--- src/rtl/hello_seq_ctrl.sv ---
// ============================================================================
// hello_seq_ctrl
// ----------------------------------------------------------------------------
// Self-test and configuration sequencer for the `hello` cell, which has a
// 1-bit input A and a 1-bit output B. Each run drives A through STEPS pattern
// values and holds each value for HOLD cycles. In the last cycle of every hold
// window the sequencer samples B, compares it with the expected bit for that
// step, and adds any mismatch to a saturating error count.
//
// Parameters:
//   STEPS    number of pattern steps (1..16)
//   HOLD     cycles each step is held (>= 1)
//   PATTERN  bit i = value driven on A during step i
//   EXPECT   bit i = value B must show at the end of step i
//
// Ports:
//   clk       in   system clock, rising edge
//   rst       in   synchronous active-high reset
//   start     in   begin a run; sampled only while idle
//   abort     in   terminate a run in progress
//   drv_a     out  drives `hello` input A
//   obs_b     in   observes `hello` output B
//   busy      out  run in progress
//   done      out  sticky: last run completed all steps
//   pass      out  sticky: last run completed with err_cnt == 0
//   aborted   out  sticky: last run was aborted
//   err_cnt   out  mismatch count of the current/last run, saturates at 255
//   step_idx  out  current step index
// ============================================================================
module hello_seq_ctrl #(
  parameter int unsigned      STEPS   = 3,
  parameter int unsigned      HOLD    = 20,
  parameter logic [STEPS-1:0] PATTERN = 3'b010,
  parameter logic [STEPS-1:0] EXPECT  = 3'b010
) (
  input  logic       clk,
  input  logic       rst,
  input  logic       start,
  input  logic       abort,
  output logic       drv_a,
  input  logic       obs_b,
  output logic       busy,
  output logic       done,
  output logic       pass,
  output logic       aborted,
  output logic [7:0] err_cnt,
  output logic [3:0] step_idx
);

  // The hold counter only has to reach HOLD-1, so HOLD == 1 still needs one
  // bit to keep the declaration legal.
  localparam int unsigned     CNT_W     = (HOLD > 1) ? $clog2(HOLD) : 1;
  localparam logic [CNT_W-1:0] CNT_LAST = CNT_W'(HOLD - 1);
  localparam logic [3:0]      STEP_LAST = 4'(STEPS - 1);

  // The pattern tables are widened to 16 bits, which lets the 4-bit step index
  // select a bit directly for every legal STEPS.
  localparam logic [15:0] PATTERN_EXT = 16'(PATTERN);
  localparam logic [15:0] EXPECT_EXT  = 16'(EXPECT);

  typedef enum logic {
    IDLE = 1'b0,
    RUN  = 1'b1
  } state_t;

  state_t           state;
  logic [CNT_W-1:0] cnt;

  logic [8:0] err_inc;
  logic [7:0] err_sat;
  logic       sample_miss;
  logic [7:0] err_next;
  logic [3:0] step_next;

  // Next-value helpers for the end of a hold window. The increment is formed
  // at 9 bits so that the carry out of 255 shows up and can clamp the count.
  always_comb begin
    err_inc     = {1'b0, err_cnt} + 9'd1;
    err_sat     = err_inc[8] ? 8'hFF : err_inc[7:0];
    sample_miss = (obs_b != EXPECT_EXT[step_idx]);
    err_next    = sample_miss ? err_sat : err_cnt;
    step_next   = step_idx + 4'd1;
  end

  // Sequencer FSM. All outputs are registered here.
  // IDLE holds the sticky result flags until the next start. RUN counts out
  // each hold window and then either advances to the next step or retires the
  // run. An abort is taken before any sampling, so the abort edge never
  // touches err_cnt.
  always_ff @(posedge clk) begin
    if (rst) begin
      state    <= IDLE;
      cnt      <= '0;
      drv_a    <= 1'b0;
      busy     <= 1'b0;
      done     <= 1'b0;
      pass     <= 1'b0;
      aborted  <= 1'b0;
      err_cnt  <= 8'd0;
      step_idx <= 4'd0;
    end else begin
      case (state)
        IDLE: begin
          // start takes precedence over abort here; abort has no meaning
          // while idle.
          if (start) begin
            state    <= RUN;
            cnt      <= '0;
            drv_a    <= PATTERN_EXT[0];
            busy     <= 1'b1;
            done     <= 1'b0;
            pass     <= 1'b0;
            aborted  <= 1'b0;
            err_cnt  <= 8'd0;
            step_idx <= 4'd0;
          end else begin
            drv_a <= 1'b0;
          end
        end

        RUN: begin
          if (abort) begin
            // err_cnt and step_idx are left as they are so the partial
            // result can still be inspected.
            state   <= IDLE;
            drv_a   <= 1'b0;
            busy    <= 1'b0;
            done    <= 1'b0;
            pass    <= 1'b0;
            aborted <= 1'b1;
          end else if (cnt != CNT_LAST) begin
            cnt <= cnt + CNT_W'(1);
          end else begin
            // Last cycle of the hold window: take the sample, then either
            // move to the next step or finish the run.
            err_cnt <= err_next;
            if (step_idx < STEP_LAST) begin
              step_idx <= step_next;
              cnt      <= '0;
              drv_a    <= PATTERN_EXT[step_next];
            end else begin
              // pass is based on the count that includes this final sample.
              state <= IDLE;
              cnt   <= '0;
              drv_a <= 1'b0;
              busy  <= 1'b0;
              done  <= 1'b1;
              pass  <= (err_next == 8'd0);
            end
          end
        end

        default: begin
          state <= IDLE;
          drv_a <= 1'b0;
          busy  <= 1'b0;
        end
      endcase
    end
  end

endmodule
--- config.mk ---
export PLATFORM = sky130hd
export DESIGN_NAME = hello_seq_ctrl
export DESIGN_NICKNAME = d
export VERILOG_FILES = /design/src/rtl/hello_seq_ctrl.sv
export SDC_FILE = /design/constraint.sdc
export NUM_CORES = 1
export LEC_CHECK = 0
export ABC_CLOCK_PERIOD_IN_PS = 1600
export CAP_MARGIN = 20
export CORE_MARGIN = 2
export CORE_UTILIZATION = 40
export DETAILED_ROUTE_END_ITERATION = 16
export GPL_TIMING_DRIVEN = 0
export PLACE_DENSITY = 0.65
export RECOVER_POWER = 100
export SYNTH_ARGS = -nofsm -noshare
export SYNTH_HDL_FRONTEND = slang
export SYNTH_SLANG_ARGS = --single-unit
--- constraint.sdc ---
create_clock -name clk -period 1.6 [get_ports clk]
set_input_delay 0.32 -clock clk [delete_from_list [all_inputs] [get_ports clk]]
set_output_delay 0.32 -clock clk [all_outputs]
set_load 0.05 [all_outputs]
==> flow_summary.ini <==
[outcome]
status = complete, no violations

[clock_tree]
cts.clk_slew.worst_paths_ps = 150
clk_path_buf_depth = 2
cts_htree_levels = 1
root_buffer = clkbuf_4
cts_sinks = 24
hold_buffers = 0
clock_latency_ps = 330
cts_tree = done
cts_made_buffers = 3

[finish]
fill_cells = 304
drive_gt1_share_pct = 29.6
finalNonFillerCells = 230
diodes = 0
ff_latch_area_um2 = 499
reg.largest.list = err_cnt x8, cnt x5, step_idx x4
multi_input_area_um2 = 906
largest_reg_flops = 8
area_growth_pct = 35.4
regMostFlops = err_cnt
nets = 196

[synth]
synth_edf_count = 0
synthCells = 154
synthFlopType = dfxtp_1
synth_area_leaders = dfxtp_1, a21oi_1, nor2_1
ys_ff_latch = 24
synth_top_area_share_pct = 36.8
ys_warn_count = 0
synth_nets = 163
ys_seq_area_share_pct = 36.8
yosysTopAreaCell = dfxtp_1
async_flop_share_pct = 0
syn_area_per_cell_um2 = 8.47
syn_area_um2 = 1310
ys_types = 46

[setup_path]
worstPathArrival_ps = 1240
path_max_fanout = 2
slowest_stage = dlygate4sd2_1
crit_path_end_kind = output port
startpoint_type = flip-flop
rr_worst_depth = 6
crit_chain = dlygate4sd2_1
critPathBufInv = 1
r2r-start = cnt[1]$_SDFFE_PP0P_
criticalPathCategory = flip-flop to output port
critPathMaxStageDelay_ps = 540
cp_top_family = buffers and inverters
required_ps = 1280
r2r_slack_ps = 60

[pwr]
cellPowerDensity_nw_per_um2 = 660
peakVddDrop_uv = 342
combPwrFrac_pct = 8.9
p_sw_share_pct = 23.7
power.switching_uw = 276
p_leak_uw = 0.000661
clock_power_share_pct = 39.2
intPower_uw = 891
pwr-share-seq_pct = 51.9

[sta]
final_max_slew_viol_count = 0
max_freq_mhz = 640
fin_ws_ps = 36.8
worst_pin_slew_ps = 603
hold_viol = 0
holdWs_ps = 491
rsz0062_at_grt = true
setup_violations = 0
period_share_pct = 97.7
finalWorstPathRequiredPeriod_ps = 1560
fin_tns_setup_ps = 0
slew_headroom_pct = 59.8
finClkSkew_ps = 10.2

[hold_path]
min_path_type = input port to flip-flop
min_to = step_idx[2]$_SDFFE_PP0N_
min_from = rst
hold_depth = 2

[die]
row_count = 20
coreArea_um2 = 3080
die-area_um2 = 3740
initial_core_util_pct = 42.4
io_pins = 22
die_y_um = 61.1
die_w_um = 61.1

[global_routing]
grt_max_degree = 15
grt_use_total_pct = 19.1
grt_pass1_wl_um = 5340
grt_overflow = 0
grt_pass1_vias = 1148
antenna_found_initial = 0

[drt]
wl_um = 3200
ant_nets = 0
dr.pass1.iters = 4
vias_per_cell = 5.34
vias = 1228
remaining_drc_errors = 0
initialDrtViolationCount = 86
wl_per_cell_um = 13.9
met3_length_um = 113
routed.top_layer = met4
wl_met2_um = 1480
met1Wirelength_um = 1550

[placement]
dp.cells = 218
dp_slack_ps = -381
hpwl_um = 2240
place_congestion = 0.847
port-buffer-count = 20

[run]
drv_cap = 0
-- routing by layer --
metal	track usage, %	up-vias
li1	-	629
met1	26.1	568
met2	30.5	24
met3	2.73	7
met4	7.14	0
met5	0	-
-- how the worst max path moves through the flow --
stage	from	end	slack, ps	depth (start not counted)
detailed placement	abort	err_cnt[0]$_SDFFE_PP0P_	-380	6
global placement	abort	err_cnt[0]$_SDFFE_PP0P_	-370	6
finish	pass$_SDFFE_PP0P_	pass	40	1
CTS	err_cnt[0]$_SDFFE_PP0P_	err_cnt[0]	2	1
floorplan	err_cnt[0]$_SDFFE_PP0P_	pass$_SDFFE_PP0P_	-20	6
global route	cnt[1]$_SDFFE_PP0P_	flip-flop	-40	6
-- power by group through the flow --
stage                     registers [µW]  logic, µW  clock network, µW
after floorplan                      632       46.2                  0
after global placement               622       87.8                  0
after detailed placement             622       88.2                  0
after CTS                            611       89.8                467
after global routing                 607        114                488
final                                606        104                457
-- synth_stat cells (all sizes together) (4+ instances only) --
cell / n
inv: 4
or3: 4
nand3: 8
nor3: 5
o21ai: 11
nor2: 22
nand2: 12
a21oi: 15
nand2b: 6
ha: 4
dfxtp: 24
-- cells in the final DEF (no fill, tap or decap), types with 3 or more instances in the layout --
| master | count |
|---|---|
| a21oi_1 | 14 |
| a31oi_1 | 3 |
| buf_4 | 7 |
| clkbuf_2 | 4 |
| clkbuf_4 | 3 |
| clkdlybuf4s15_1 | 3 |
| clkdlybuf4s15_2 | 5 |
| dfxtp_1 | 15 |
| dfxtp_2 | 6 |
| dfxtp_4 | 3 |
| dlygate4sd2_1 | 4 |
| inv_1 | 4 |
| mux2i_1 | 3 |
| nand2_1 | 11 |
| nand2b_1 | 4 |
| nand3_1 | 7 |
| nor2_1 | 17 |
| nor2_4 | 4 |
| o21ai_0 | 4 |
| o21ai_1 | 6 |
-- timing repair --
item	in CTS	in global routing
buffers inserted	0	7
endpoints found under the setup margin	29	21
pin swaps	1	6
endpoints found under the hold margin	0	0
gates cloned	1	0
resized for setup	40	30
-- stage by stage --
| stage | power (µW) | instance area [µm²] | util [%] |
|---|---|---|---|
| global placement | 710 | 1570 | 51.1 |
| floorplan | 678 | 1320 | - |
| CTS | 1170 | 1660 | 54.0 |
| finish | 1170 | 1770 | 57.4 |
| global route | 1210 | 1770 | 57.4 |
| detailed placement | 711 | 1570 | 51.1 |
-- final cells by class --
type / count / share of cell area, %
flip-flops and latches: 24 / 28.3
clock buffers: 3 / 1.27
well taps: 44 / 3.12
multi-input cells: 125 / 51.3
inverters: 4 / 0.850
plain buffers: 2 / 0.425
repair buffers: 27 / 13.1
clock inverters: 1 / 1.70
-- cells by family (layout without fill, tap and decap cells) --
| logic type | Yosys count | count (layout) | share of synthesized area, % |
|---|---|---|---|
| AOI/OAI and AO/OA | 42 | 42 | 19.9 |
| muxes | 3 | 3 | 2.30 |
| DFF | 24 | 24 | 36.8 |
| xor gates and xnor gates | 4 | 4 | 3.26 |
| buffers and inverters | 6 | 37 | 1.73 |
| adders and majority gates | 4 | 4 | 3.84 |
| and+or+nand+nor | 71 | 72 | 32.1 |
(Power assumes the default switching activity.)
